--- src/rtl/instr_encoder.sv ---
// Sequential MIPS instruction encoder.
// Accepts symbolic requests over a valid/ready handshake, assembles each one into
// a 32-bit MIPS word and writes the words one after another into instruction
// memory, starting at BASE_ADDR. Each request takes three cycles:
// accept (IDLE) -> encode (ENC) -> write strobe (WR).
module instr_encoder #(
  parameter int unsigned       ADDR_W    = 8,
  parameter logic [ADDR_W-1:0] BASE_ADDR = '0
) (
  input  logic              clk,
  input  logic              rst,
  input  logic              clear,
  input  logic              in_valid,
  output logic              in_ready,
  input  logic [3:0]        in_op,
  input  logic [4:0]        in_rs,
  input  logic [4:0]        in_rt,
  input  logic [4:0]        in_rd,
  input  logic [15:0]       in_imm,
  input  logic [25:0]       in_target,
  output logic              imem_we,
  output logic [ADDR_W-1:0] imem_addr,
  output logic [31:0]       imem_wdata,
  output logic [ADDR_W:0]   prog_len,
  output logic              full,
  output logic              err_illegal
);

  localparam int unsigned OP_W   = 4;
  localparam int unsigned REG_W  = 5;
  localparam int unsigned IMM_W  = 16;
  localparam int unsigned TGT_W  = 26;
  localparam int unsigned WORD_W = 32;
  localparam int unsigned OPC_W  = 6;
  localparam int unsigned FUN_W  = 6;
  localparam int unsigned LEN_W  = ADDR_W + 1;

  // Number of words the memory holds; prog_len saturates here.
  localparam logic [LEN_W-1:0] CAPACITY = LEN_W'(1) << ADDR_W;

  // Symbolic operation codes on in_op.
  localparam logic [OP_W-1:0] OP_ADD  = 4'd0;
  localparam logic [OP_W-1:0] OP_SUB  = 4'd1;
  localparam logic [OP_W-1:0] OP_AND  = 4'd2;
  localparam logic [OP_W-1:0] OP_OR   = 4'd3;
  localparam logic [OP_W-1:0] OP_SLT  = 4'd4;
  localparam logic [OP_W-1:0] OP_ADDI = 4'd5;
  localparam logic [OP_W-1:0] OP_LW   = 4'd6;
  localparam logic [OP_W-1:0] OP_SW   = 4'd7;
  localparam logic [OP_W-1:0] OP_BEQ  = 4'd8;
  localparam logic [OP_W-1:0] OP_J    = 4'd9;

  // MIPS primary opcodes (bits 31:26).
  localparam logic [OPC_W-1:0] OPC_RTYPE = 6'b000000;
  localparam logic [OPC_W-1:0] OPC_ADDI  = 6'b001000;
  localparam logic [OPC_W-1:0] OPC_LW    = 6'b100011;
  localparam logic [OPC_W-1:0] OPC_SW    = 6'b101011;
  localparam logic [OPC_W-1:0] OPC_BEQ   = 6'b000100;
  localparam logic [OPC_W-1:0] OPC_J     = 6'b000010;

  // R-type function codes (bits 5:0).
  localparam logic [FUN_W-1:0] FUN_ADD = 6'b100000;
  localparam logic [FUN_W-1:0] FUN_SUB = 6'b100010;
  localparam logic [FUN_W-1:0] FUN_AND = 6'b100100;
  localparam logic [FUN_W-1:0] FUN_OR  = 6'b100101;
  localparam logic [FUN_W-1:0] FUN_SLT = 6'b101010;

  localparam logic [REG_W-1:0] SHAMT_ZERO = '0;

  typedef enum logic [1:0] {
    S_IDLE = 2'd0,
    S_ENC  = 2'd1,
    S_WR   = 2'd2
  } state_e;

  state_e state_q, state_d;

  // Request fields captured at the handshake.
  logic [OP_W-1:0]   op_q,  op_d;
  logic [REG_W-1:0]  rs_q,  rs_d;
  logic [REG_W-1:0]  rt_q,  rt_d;
  logic [REG_W-1:0]  rd_q,  rd_d;
  logic [IMM_W-1:0]  imm_q, imm_d;
  logic [TGT_W-1:0]  tgt_q, tgt_d;

  // Memory-side and status registers.
  logic              we_q,    we_d;
  logic [ADDR_W-1:0] ptr_q,   ptr_d;
  logic [WORD_W-1:0] wdata_q, wdata_d;
  logic [LEN_W-1:0]  len_q,   len_d;
  logic              full_q,  full_d;
  logic              err_q,   err_d;

  logic              accept;
  logic              op_legal;
  logic [WORD_W-1:0] enc_word;
  logic [LEN_W-1:0]  len_inc;

  // Ready only when idle with room left; clear and reset both block the handshake.
  assign in_ready = rst && (state_q == S_IDLE) && !full_q && !clear;
  assign accept   = in_valid && in_ready;
  assign len_inc  = len_q + LEN_W'(1);

  // Build the MIPS word from the captured fields; unknown ops flag illegal.
  always_comb begin
    op_legal = 1'b1;
    enc_word = '0;
    case (op_q)
      OP_ADD:  enc_word = {OPC_RTYPE, rs_q, rt_q, rd_q, SHAMT_ZERO, FUN_ADD};
      OP_SUB:  enc_word = {OPC_RTYPE, rs_q, rt_q, rd_q, SHAMT_ZERO, FUN_SUB};
      OP_AND:  enc_word = {OPC_RTYPE, rs_q, rt_q, rd_q, SHAMT_ZERO, FUN_AND};
      OP_OR:   enc_word = {OPC_RTYPE, rs_q, rt_q, rd_q, SHAMT_ZERO, FUN_OR};
      OP_SLT:  enc_word = {OPC_RTYPE, rs_q, rt_q, rd_q, SHAMT_ZERO, FUN_SLT};
      OP_ADDI: enc_word = {OPC_ADDI, rs_q, rt_q, imm_q};
      OP_LW:   enc_word = {OPC_LW,   rs_q, rt_q, imm_q};
      OP_SW:   enc_word = {OPC_SW,   rs_q, rt_q, imm_q};
      OP_BEQ:  enc_word = {OPC_BEQ,  rs_q, rt_q, imm_q};
      OP_J:    enc_word = {OPC_J, tgt_q};
      default: op_legal = 1'b0;
    endcase
  end

  // State register.
  always_ff @(posedge clk or negedge rst) begin
    if (!rst) begin
      state_q <= S_IDLE;
    end else begin
      state_q <= state_d;
    end
  end

  // Next-state logic; clear wins over everything else.
  always_comb begin
    state_d = state_q;
    if (clear) begin
      state_d = S_IDLE;
    end else begin
      case (state_q)
        S_IDLE:  if (accept) state_d = S_ENC;
        S_ENC:   state_d = op_legal ? S_WR : S_IDLE;
        S_WR:    state_d = S_IDLE;
        default: state_d = S_IDLE;
      endcase
    end
  end

  // Output/datapath next values: capture, encode, then commit the write.
  always_comb begin
    op_d    = op_q;
    rs_d    = rs_q;
    rt_d    = rt_q;
    rd_d    = rd_q;
    imm_d   = imm_q;
    tgt_d   = tgt_q;
    wdata_d = wdata_q;
    we_d    = 1'b0;
    ptr_d   = ptr_q;
    len_d   = len_q;
    full_d  = full_q;
    err_d   = err_q;
    if (clear) begin
      ptr_d  = BASE_ADDR;
      len_d  = '0;
      full_d = 1'b0;
      err_d  = 1'b0;
    end else begin
      case (state_q)
        S_IDLE: begin
          if (accept) begin
            op_d  = in_op;
            rs_d  = in_rs;
            rt_d  = in_rt;
            rd_d  = in_rd;
            imm_d = in_imm;
            tgt_d = in_target;
          end
        end
        S_ENC: begin
          wdata_d = enc_word;
          if (op_legal) begin
            we_d = 1'b1;
          end else begin
            err_d = 1'b1;
          end
        end
        S_WR: begin
          // The strobe has been high for a full cycle; advance to the next slot.
          if (len_q != CAPACITY) begin
            len_d  = len_inc;
            ptr_d  = ptr_q + ADDR_W'(1);
            full_d = (len_inc == CAPACITY);
          end
        end
        default: ;
      endcase
    end
  end

  // Datapath and output registers.
  always_ff @(posedge clk or negedge rst) begin
    if (!rst) begin
      op_q    <= '0;
      rs_q    <= '0;
      rt_q    <= '0;
      rd_q    <= '0;
      imm_q   <= '0;
      tgt_q   <= '0;
      wdata_q <= '0;
      we_q    <= 1'b0;
      ptr_q   <= BASE_ADDR;
      len_q   <= '0;
      full_q  <= 1'b0;
      err_q   <= 1'b0;
    end else begin
      op_q    <= op_d;
      rs_q    <= rs_d;
      rt_q    <= rt_d;
      rd_q    <= rd_d;
      imm_q   <= imm_d;
      tgt_q   <= tgt_d;
      wdata_q <= wdata_d;
      we_q    <= we_d;
      ptr_q   <= ptr_d;
      len_q   <= len_d;
      full_q  <= full_d;
      err_q   <= err_d;
    end
  end

  assign imem_we     = we_q;
  assign imem_addr   = ptr_q;
  assign imem_wdata  = wdata_q;
  assign prog_len    = len_q;
  assign full        = full_q;
  assign err_illegal = err_q;

endmodule
--- config.mk ---
export PLATFORM = sky130hd
export DESIGN_NAME = instr_encoder
export DESIGN_NICKNAME = d
export VERILOG_FILES = /design/src/rtl/instr_encoder.sv
export SDC_FILE = /design/constraint.sdc
export NUM_CORES = 1
export LEC_CHECK = 0
export ABC_CLOCK_PERIOD_IN_PS = 5100
export CORE_ASPECT_RATIO = 2
export CORE_UTILIZATION = 44
export CTS_BUF_LIST = sky130_fd_sc_hd__clkbuf_4 sky130_fd_sc_hd__clkbuf_8
export CTS_CLUSTER_SIZE = 24
export DETAILED_ROUTE_END_ITERATION = 16
export GPL_TIMING_DRIVEN = 0
export PLACE_DENSITY_LB_ADDON = 0.08
export SLEW_MARGIN = 10
export SYNTH_ARGS = -nofsm -noshare
export SYNTH_HDL_FRONTEND = slang
export SYNTH_SLANG_ARGS = --single-unit
--- constraint.sdc ---
create_clock -name clk -period 5.1 [get_ports clk]
set_input_delay 0.51 -clock clk [delete_from_list [all_inputs] [get_ports clk]]
set_output_delay 0.51 -clock clk [all_outputs]
set_load 0.005 [all_outputs]
==> impl_metrics.env <==
export IMPL_status="finished, final reports clean"
export IMPL_tritoncts="built"
export IMPL_power_density_mw_per_mm2=401
export IMPL_syn_area_per_cell_um2=11.9
export IMPL_synth_main_ff_cell="dfrtp_1"
export IMPL_yosys_register_bits=113
export IMPL_cts_max_level=4
export IMPL_finalNonFillerCells=715
export IMPL_post_route_period_util_pct=48.5
export IMPL_critPathMaxFanout=5
export IMPL_hpwl_um=9630
export IMPL_final_cell_area_mm2=0.00687
export IMPL_postSynthNetCount=496
export IMPL_coreArea_mm2=0.0113
export IMPL_crit_top_cell="clkdlybuf4s50_1"
export IMPL_peakVddDrop_uv=224
export IMPL_area_growth_syn_to_layout_pct=35.0
export IMPL_wl_per_cell_um=18.5
export IMPL_hold_path_class="in2async"
export IMPL_root_buffer="clkbuf_8"
export IMPL_relSlewSlack_pct=56.8
export IMPL_nets=632
export IMPL_portBuffers=116
export IMPL_period_needed_ps=2470
export IMPL_hold_buffers=0
export IMPL_cp_start_kind="input pin"
export IMPL_worst_pin_slew_ps=646
export IMPL_num_rows=55
export IMPL_clock_fmax_mhz=404
export IMPL_cp_arrival_ps=1960
export IMPL_grt_max_degree=59
export IMPL_insertedDiodeCount=0
export IMPL_routed_wl_um=13200
export IMPL_placed_cells=687
export IMPL_die_x_um=78.1
export IMPL_viasPerCell=5.51
export IMPL_cp_end_kind="output port"
export IMPL_route_detailed_drc=0
export IMPL_dr_pass1_iters=4
export IMPL_crit_required_ps=4590
export IMPL_synth_async_sr_flop_share_pct=100
export IMPL_cts_setup_buffers=0
export IMPL_worstPathCellList="clkdlybuf4s50_1, nor4_2, clkdlybuf4s50_1"
export IMPL_drtAntennaViolNets=0
export IMPL_slew_violations=0
export IMPL_die_h_um=154
export IMPL_finalClockSkew_ps=10.0
export IMPL_drive_above_1_share_pct=21.6
export IMPL_grt_pass1_wl_um=21100
export IMPL_grt_total_usage_pct=23.6
export IMPL_p_clk_share_pct=32.1
export IMPL_yosys_warnings=0
export IMPL_timing_worst_setup_path_type="in2out"
export IMPL_power_frac_comb_pct=24.1
export IMPL_clk_pin_slew_ps=60
export IMPL_power_share_switching_pct=26.9
export IMPL_synth_cells=428
export IMPL_drt_iter0_markers=154
export IMPL_crit_slowest_cell="clkdlybuf4s50_1"
export IMPL_critPathTopFamily="buffers and inverters"
export IMPL_total_power_mw=2.76
export IMPL_synth_edf_count=0
export IMPL_grt_pass1_vias=4166
export IMPL_floorplan_initialDensity_pct=45.1
export IMPL_netlist_area_mm2=0.00509
export IMPL_cts_resized=0
export IMPL_power_switching_mw=0.742
export IMPL_gp_congestion=0.845
export IMPL_layout_commonest_cell="clkdlybuf4s50_1"
export IMPL_totalNegativeSetupSlack_ps=0
export IMPL_clk_latency_ps=410
export IMPL_synth_yosys_seq_area_share_pct=55.5
export IMPL_hold_violations=0
export IMPL_grt_ovfl_total=0
export IMPL_antenna_found_initial=0
export IMPL_rsz0062_at_grt="no"
export IMPL_final_cell_mix="clkdlybuf4s50_1 (115), dfrtp_1 (113), mux2_2 (64)"
export IMPL_path_buf_inv=2
export IMPL_numCtsBuffers=17
export IMPL_cts_buffer_depth=2
export IMPL_placed_area_mm2=0.00646
export IMPL_vias=3939
export IMPL_clock_sinks=113
export IMPL_seq_power_share_pct=43.8
export IMPL_intPower_mw=2.01
export IMPL_setup_viol=0
export IMPL_fillers=965
export IMPL_ys_types=56
export IMPL_io_pins=118
export IMPL_leakage_nw=2.94
export IMPL_maxCapViolations=0
export IMPL_die_area_mm2=0.0120
export IMPL_max_stage_delay_ps=560
==> flip-flops by register name, summed over array words and instances, names as in the netlist <==
register and flops:
err_illegal 1, full 1, imem_addr 8, imem_wdata 30, imem_we 1, imm_q 16
op_q 4, prog_len 9, rd_q 5, rs_q 5, rt_q 5, state_q 2
tgt_q 26
==> area by class of cell <==
type	count	area (um^2)	share of cell area (%)
tap	142	178	2.59
inverter	8	30.0	0.437
multi-input combinational	277	2070	30.2
clock buffer	23	310	4.52
clock inverter	5	103	1.49
timing repair buffer	117	1190	17.3
sequential	113	2830	41.2
buffer	30	159	2.31
==> cell usage after synthesis, types with 2 or more instances <==
cell	instances	area, um^2
and2b_1	2	15.0
and3_1	3	18.8
a221o_1	4	40.0
o22ai_1	2	12.5
buf_2	13	65.1
or3_1	3	18.8
clkbuf_1	12	45.0
o32a_1	2	20.0
o211ai_1	3	22.5
mux2i_1	7	70.1
buf_6	3	33.8
o21ai_1	2	10.0
nor2b_1	8	50.1
ha_1	3	37.5
or2_2	2	12.5
o31ai_1	2	15.0
nor3_1	7	35.0
dfrtp_1	113	2830
mux2_2	64	721
nor2_1	14	52.6
a22oi_1	16	120
a31oi_1	9	56.3
nand2_1	33	124
buf_4	2	15.0
nand4_1	4	25.0
a21oi_1	10	50.1
nand2b_1	2	12.5
o21ai_0	30	150
inv_1	8	30.0
o2bb2ai_1	4	35.0
nand3_1	4	20.0
nor3b_1	5	37.5
xor2_1	9	78.8
==> layer usage <==
layer	vias up	wire, um	part of all wire, %	GRT usage, %
li1	1810	-	-	-
met1	1980	4710	36	24.2
met2	122	7610	58	43.6
met3	27	488	3.7	5.16
met4	0	397	3.0	12.2
met5	-	0	0	0
==> final timing paths <==
| check | from | end | slack (ps) | depth (start not counted) |
|---|---|---|---|---|
| min reg2reg | imem_wdata[22] | imem_wdata[22] | 490 | 2 |
| max in group asynchronous | rst | tgt_q[12] | 4390 | 2 |
| min | rst | prog_len[5] | 40 | 1 |
| max reg2reg | op_q[3] | imem_wdata[19] | 3120 | 6 |
| min in group clk | imem_wdata[22] | imem_wdata[22] | 490 | 2 |
| max | clear | in_ready | 2630 | 3 |
==> cells by family (layout without fill, tap and decap cells) <==
family	after synthesis	in the layout	synth area share, %
AOI/OAI and AO/OA	91	91	12.0
xor gates and xnor gates	10	10	1.72
adders and majority gates	3	3	0.737
buffers and inverters	38	183	3.71
DFF	113	113	55.5
muxes	71	71	15.5
other	1	1	0.0737
and+or+nand+nor	101	101	10.7
==> power by group through the flow <==
| stage | clock network (mW) | registers, mW | logic (mW) |
|---|---|---|---|
| after floorplan | 0 | 1.19 | 0.342 |
| after global placement | 0 | 1.21 | 0.648 |
| after detailed placement | 0 | 1.22 | 0.668 |
| after CTS | 0.906 | 1.21 | 0.670 |
| after global routing | 0.943 | 1.23 | 0.727 |
| final | 0.885 | 1.21 | 0.664 |
==> worst reg2reg max path: cells and delay by family (launching register included) <==
kind	cells	cell delay [ps]
buffers and inverters	3	950
AO/OA/AOI/OAI	3	560
flip-flops	1	340
==> stage by stage <==
step / util (%) / hold slack, ps / setup WS [ps]
after floorplan: - / 214 / 3430
after global placement: 57.0 / 466 / -1710
after detailed placement: 57.2 / 478 / 2490
after CTS: 60.9 / 53.7 / 2540
after global routing: 60.9 / 69.6 / 2460
final: 60.9 / 41.9 / 2630
No activity file was read; power rests on OpenSTA's default activity.
